==> src/rtl/store_buffer.sv <==
// ============================================================================
// store_buffer : in-order store write buffer between MEM stage and data memory
// Revision     : 1.0
// ============================================================================
`default_nettype none

module store_buffer #(
  parameter int DEPTH = 4,
  parameter int CW    = $clog2(DEPTH + 1)
) (
  input  logic          clk,
  input  logic          reset,
  input  logic          st_valid,
  input  logic [2:0]    st_width,
  input  logic [31:0]   st_addr,
  input  logic [31:0]   st_data,
  input  logic [31:0]   st_pc,
  output logic          st_ready,
  output logic          st_misalign,
  input  logic          ld_valid,
  input  logic [31:0]   ld_addr,
  output logic          ld_hazard,
  input  logic          pause,
  output logic          dm_we,
  output logic [2:0]    dm_width,
  output logic [31:0]   dm_addr,
  output logic [31:0]   dm_wdata,
  output logic [31:0]   dm_pc,
  output logic [CW-1:0] count,
  output logic          empty
);

  localparam int PW = (DEPTH > 1) ? $clog2(DEPTH) : 1;

  logic [2:0]    width_q [DEPTH];
  logic [31:0]   addr_q  [DEPTH];
  logic [31:0]   data_q  [DEPTH];
  logic [31:0]   pc_q    [DEPTH];

  logic [PW-1:0] head_q, head_d;
  logic [PW-1:0] tail_q, tail_d;
  logic [CW-1:0] count_q, count_d;

  logic          full;
  logic          misaligned;
  logic          enq;
  logic          deq;
  logic [DEPTH-1:0] hit;
  logic          w_unused;

  assign full  = (count_q == CW'(DEPTH));
  assign empty = (count_q == '0);
  assign count = count_q;

  always_comb begin
    misaligned = 1'b0;
    case (st_width)
      3'd1:    misaligned = st_addr[0];
      3'd2:    misaligned = 1'b0;
      default: misaligned = |st_addr[1:0];
    endcase
  end

  assign st_misalign = st_valid & misaligned;
  assign st_ready    = ~full;
  assign enq         = st_valid & ~full & ~misaligned;
  assign deq         = ~empty & ~pause;

  assign dm_we    = deq;
  assign dm_width = empty ? 3'd0  : width_q[head_q];
  assign dm_addr  = empty ? 32'd0 : addr_q[head_q];
  assign dm_wdata = empty ? 32'd0 : data_q[head_q];
  assign dm_pc    = empty ? 32'd0 : pc_q[head_q];

  // An entry is live when its distance from head is below count; the head
  // entry still counts even while it drains this cycle.
  for (genvar i = 0; i < DEPTH; i++) begin : g_hit
    logic [PW-1:0] off;
    assign off    = PW'(i) - head_q;
    assign hit[i] = (CW'(off) < count_q) && (addr_q[i][31:2] == ld_addr[31:2]);
  end

  assign ld_hazard = ld_valid & (|hit);
  assign w_unused  = ^ld_addr[1:0];

  always_comb begin
    head_d  = head_q;
    tail_d  = tail_q;
    count_d = count_q;
    if (enq) tail_d = tail_q + PW'(1);
    if (deq) head_d = head_q + PW'(1);
    if (enq && !deq)      count_d = count_q + CW'(1);
    else if (!enq && deq) count_d = count_q - CW'(1);
  end

  always_ff @(posedge clk or negedge reset) begin
    if (!reset) begin
      head_q  <= '0;
      tail_q  <= '0;
      count_q <= '0;
    end else begin
      head_q  <= head_d;
      tail_q  <= tail_d;
      count_q <= count_d;
    end
  end

  always_ff @(posedge clk) begin
    if (enq) begin
      width_q[tail_q] <= st_width;
      addr_q[tail_q]  <= st_addr;
      data_q[tail_q]  <= st_data;
      pc_q[tail_q]    <= st_pc;
    end
  end

endmodule

`default_nettype wire

==> config.mk <==
export PLATFORM = sky130hd
export DESIGN_NAME = store_buffer
export DESIGN_NICKNAME = d
export VERILOG_FILES = /design/src/rtl/store_buffer.sv
export SDC_FILE = /design/constraint.sdc
export NUM_CORES = 1
export LEC_CHECK = 0
export CAP_MARGIN = 30
export CORE_MARGIN = 1.5
export CORE_UTILIZATION = 40
export CTS_BUF_LIST = sky130_fd_sc_hd__clkbuf_8
export DETAILED_ROUTE_END_ITERATION = 10
export GPL_TIMING_DRIVEN = 0
export REMOVE_ABC_BUFFERS = 1
export SYNTH_ARGS = -nofsm -noshare
export SYNTH_HDL_FRONTEND = slang
export SYNTH_SLANG_ARGS = --single-unit
==> constraint.sdc <==
create_clock -name clk -period 4.1 [get_ports clk]
set_input_delay 1.23 -clock clk [delete_from_list [all_inputs] [get_ports clk]]
set_output_delay 1.23 -clock clk [all_outputs]
set_load 0.005 [all_outputs]
== Word level (Yosys, flattened, before mapping) ==
Memories as Yosys holds them, arrays and structs flattened.
Index checks and enable logic that the tools add are counted.
Word-level totals
  bits in registers: 7
  memory bits (writable): 396
  bits of input ports: 136
  output and inout bits: 107
  memories: 4
Cells by class
  add/subtract/negate cells: 8
  magnitude comparators: 4
  equal/unequal tests: 7
  multiplexer cells: 9
  bitwise operators: 9
  reduce and logical (&&, ||, !) cells: 12
Memories
  addr_q: depth 4, bits a word 32, rd ports 5, clocked after memory_dff 0, write ports 1, RTL line 36  | logic [31:0] addr_q [DEPTH];
  data_q: depth 4, bits a word 32, rd ports 1, clocked after memory_dff 0, write ports 1, RTL line 37  | logic [31:0] data_q [DEPTH];
  pc_q: depth 4, bits a word 32, rd ports 1, clocked after memory_dff 0, write ports 1, RTL line 38  | logic [31:0] pc_q [DEPTH];
  width_q: depth 4, bits a word 3, rd ports 1, clocked after memory_dff 0, write ports 1, RTL line 35  | logic [2:0] width_q [DEPTH];
Operator list (number)
  $eq 30x30->1: 4
  $mux 32: 3
  $lt 2x3->1: 4
  $mux 3: 3
  $logic_and 1x1->1: 6
  $and 1x1->1: 5
  $add 2x1->2 const B: 2
  $not 1->1: 4
  $reduce_or 4->1: 1
  $sub 1x2->2 const A: 2
  $sub 2x2->2 const A: 2
  $add 3x1->3 const B: 1
  $eq 3x1->1 const B: 1
  $eq 3x2->1 const B: 1
  $eq 3x3->1 const B: 1
  $logic_not 3->1: 1
  $sub 3x1->3 const B: 1
  $logic_not 1->1: 2
  $mux 1: 2
  $pmux 1 s2: 1
  $reduce_bool 2->1: 1
  $reduce_or 2->1: 1

== Logic depth before layout (Yosys ltp) ==
Gate-level depths: netlist of run 1.
  depth after elaboration: 8
  gate-level depth with buffers: 10
  mapped depth without buffers: 10

== Worst setup path after synthesis of run 1 ==
No wires, ideal clock.
  path type: input port to flip-flop
  start point: in st_width[1]
  end point: mem addr_q[0][0] (enable)
  arrival time: 4.313 ns
  setup slack: -0.682 ns
  cell stages on the path: 5
  cell sequence: or3b_1 > a21oi_1 > a21oi_1 > nor2_4 > and2_1
Between the ends
  longest elaborated chain between the ends: 6
  elaborated cells between the ends (all ways): 7
RTL lines
  start, declared: RTL line 14  | input logic [2:0] st_width,
  $eq 3x2->1 or $eq 3x1->1 (tied branches): RTL line 57  | case (st_width)
  $pmux 1 s2 (*): RTL line 57
  $not 1->1 (*): RTL line 66  | assign enq = st_valid & ~full & ~misaligned;
  $and 1x1->1 (*): RTL line 66
  net enq: RTL line 46  | logic enq;
  $mux 1 (*): RTL line 109  | if (enq) begin
  $mux 1 (not written as such) (*): RTL line 111  | addr_q[tail_q] <= st_addr;
  end, declared: RTL line 36
The timed path passes the listed nets; every way through them passes the cells marked *.

== Final worst setup path of run 1 ==
  start point: in ld_addr[31]
  end point: out ld_hazard
Between the ends
  longest elaborated chain between the ends: 4
  elaborated cells between the ends (all ways): 10
RTL lines
  start, declared: RTL line 21  | input logic [31:0] ld_addr,
  $eq 30x30->1: RTL line 80  | assign hit[i] = (CW'(off) < count_q) && (addr_q[i][31:2] == ld_addr[31:2]);
  $logic_and 1x1->1: RTL line 80
  $reduce_or 4->1 (*): RTL line 83  | assign ld_hazard = ld_valid & (|hit);
  $and 1x1->1 (*): RTL line 83
  end, declared: RTL line 22  | output logic ld_hazard,
Every way passes the cells marked *; elsewhere a longest branch is shown, timed or not.

==> results.json, run 1 <==
{
  "slew_headroom": 0.443,
  "r2r_slack_ns": 1.57,
  "hold_depth": 1,
  "drt_iter0_markers": 415,
  "min_from": "tail_q[1]",
  "nets": 1302,
  "die_w_um": 208,
  "synthTopCellsByArea": "edfxtp_1 (71%), mux4_2 (13%), xor2_1 (5.9%)",
  "synth-seq-area-share": 0.716,
  "endpoint_kind": "primary output",
  "critical_path.startpoint_type": "input port",
  "initial_core_util": 0.404,
  "final_layout_size_suffix_gt1_frac": 0.247,
  "synthCells": 851,
  "synth_seq_cells": 403,
  "cap_viol_max_count": 0,
  "synthSimpleGateAreaFrac": 0.0573,
  "avgViaCountPerCell": 5.06,
  "antenna_found_initial": 3,
  "slew_violations": 0,
  "crit_start": "ld_addr[31]",
  "routabilityCongestion": 0.767,
  "fill_cells": 3413,
  "dieArea_um2": 43400,
  "outcome": "finished, final reports clean",
  "routedWlPerCell_um": 22.1,
  "first_global_vias": 9601,
  "fmax_mhz": 247,
  "rsz0062_at_grt": "false",
  "async_reset_ff_frac": 0.0174,
  "syn_area_um2": 16900,
  "grt_pass1_wl_um": 58800,
  "tns_ns": 0,
  "fin_crit_ns": 4.05,
  "crit_type": "input port to primary output",
  "hold_viol": 0,
  "core_area_um2": 41800,
  "synth.most_common_cell": "edfxtp_1",
  "core.rowCount": 75,
  "r2r_end": "pc_q[3][2]",
  "ys.flop_type": "edfxtp_1",
  "ant_nets": 0,
  "r2r-start": "count[2]",
  "synth-adder-area-share": 0.00787,
  "crit_required_ns": 2.87,
  "setup-violations-final": 0,
  "die_y_um": 208,
  "cts-htree-levels": 3,
  "drt_wl_total_um": 38600,
  "clk_pin_slew_ns": 0.06,
  "clock-sinks": 403,
  "ctsHoldBuffers": 0,
  "yosys_warnings": 0,
  "worstPathMaxFanout": 4,
  "final_cells": 1750,
  "power.density_nw_per_um2": 618,
  "drc_errors": 0,
  "drt_pass1_iterations": 4,
  "synth_cell_types": 32,
  "vdd_drop_max_v": 0.000400,
  "globalRouteOverflowTotal": 0,
  "areaGrowthSynthToFinish_pct": 28.7,
  "synth_enable_flop_cells": 396,
  "cts_buffers": 69,
  "synth_xor_area_frac": 0.0660,
  "total_power_uw": 13400,
  "dp_hpwl_um": 24600,
  "port_buffers": 240,
  "syn_area_per_cell_um2": 19.8,
  "clk_latency_ns": 0.59,
  "synth_top_family_by_area": "multiplexers",
  "post-route-period-util": 0.988,
  "whs_endpoint": "tail_q[1]",
  "clock_skew_ns": 0.0103,
  "dp.cells": 1616,
  "synthMuxAreaShare": 0.134,
  "cts_tree": "yes",
  "cts_max_path_buffers": 3,
  "max_slew.worst_pin.slew_ns": 0.835,
  "synth_top_area_cell": "edfxtp_1",
  "ys_top_cells_by_count": "edfxtp_1 (396), xor2_1 (113), mux4_2 (99), nor2b_1 (99), nor4_1 (22)",
  "synth_top_cell_area_share": 0.706,
  "timing.hold.ws_ns": 0.563,
  "p_leak_uw": 0.00724,
  "crit_arrival_ns": 2.82,
  "hold_class": "register to register",
  "grt_max_degree": 51,
  "grt.total_usage": 0.183,
  "r2r_cells": 6,
  "vias": 8858,
  "io_pins": 243,
  "synth-compound-area-share": 0.00505,
  "clockRootBuffer": "clkbuf_8"
}
-- registers in the layout, summed over array words and instances, names as in the netlist --
signal and flops:
width_q 12, addr_q 128, pc_q 128, data_q 128, head_q 2, tail_q 2
count 3
-- worst max path at each step --
stage | endpoint | slack (ns)
2_1_floorplan | count[2] | -3.34
6_report | ld_hazard | 0.05
5_1_grt | ld_hazard | 0.004
3_5_place_dp | ld_hazard | -0.89
3_3_place_gp | dm_we | -10.80
4_1_cts | ld_hazard | -0.03
-- worst max-delay path: stages --
cell and delay, ns:
clkdlybuf4s15_2 0.26, xor2_1 0.18, nor4_1 0.31, nand4_1 0.24, a2111oi_2 0.28, or4_4 0.20, clkbuf_2 0.11
-- logic make-up after synthesis --
group                      Yosys count
xor gates and xnor gates           127
muxes                              101
AOI/OAI and AO/OA                   12
adders and majority gates           10
and+or+nand+nor                    154
buffers and inverters               44
DFF                                403
-- timing repair --
action / in CTS / in global routing
setup buffers: 8 / 0
pin swaps: 30 / 16
resized for setup: 123 / 33
setup endpoints to repair: 90 / 9
-- metrics by stage --
stage	worst slack [ns]	instance area (um2)	utilization
after global placement	-10.80	19700	0.472
after global routing	0.00384	21700	0.519
after detailed placement	-0.893	20100	0.482
after floorplan	-3.34	16700	-
final	0.0495	21700	0.519
after CTS	-0.0313	21700	0.519
-- report_power, final --
part / internal (uW) / switching (uW)
sequential: 4930 / 177
combinational: 2880 / 2080
clock: 1750 / 1580
-- layout make-up --
class | instances | area, um2 | area share
flip-flops and latches | 403 | 12100 | 0.557
multi-input cells | 404 | 4830 | 0.223
repair buffers | 268 | 2790 | 0.129
clock buffers | 75 | 1030 | 0.0476
well taps | 539 | 674 | 0.0311
clock inverters | 50 | 244 | 0.0113
inverters | 10 | 37.5 | 0.00173
diodes | 1 | 2.50 | 0.000115
-- routing by layer --
layer | share of wire | routed length [um] | vias to the layer above | track usage
met5 | 0.00060 | 23 | - | 0
met2 | 0.49 | 18700 | 264 | 0.293
met4 | 0.018 | 682 | 4 | 0.0594
li1 | - | - | 3988 | -
met1 | 0.43 | 16500 | 4551 | 0.239
met3 | 0.070 | 2700 | 51 | 0.0554
-- placed cells by master (no fill, tap or decap), types with 8 or more instances in the layout --
cell               n
nor4_2            16
xor2_1           102
nor2b_1           99
clkinv_2          11
ha_1               9
inv_1             35
clkdlybuf4s15_2   10
buf_4              9
buf_16            11
clkdlybuf4s50_1  206
clkbuf_8          75
edfxtp_1         396
mux4_2            99
buf_2             14
xor2_2            11
nand4_1            8
clkinv_1           8
xnor2_1           14
Power figures use the tool's default switching activity.
==> run 2: changes to the inputs <==
HOLD_SLACK_MARGIN = 0.05   (was default)
==> results of run 2 <==
Final layout, timing and power as in run 1 (identical DEF).
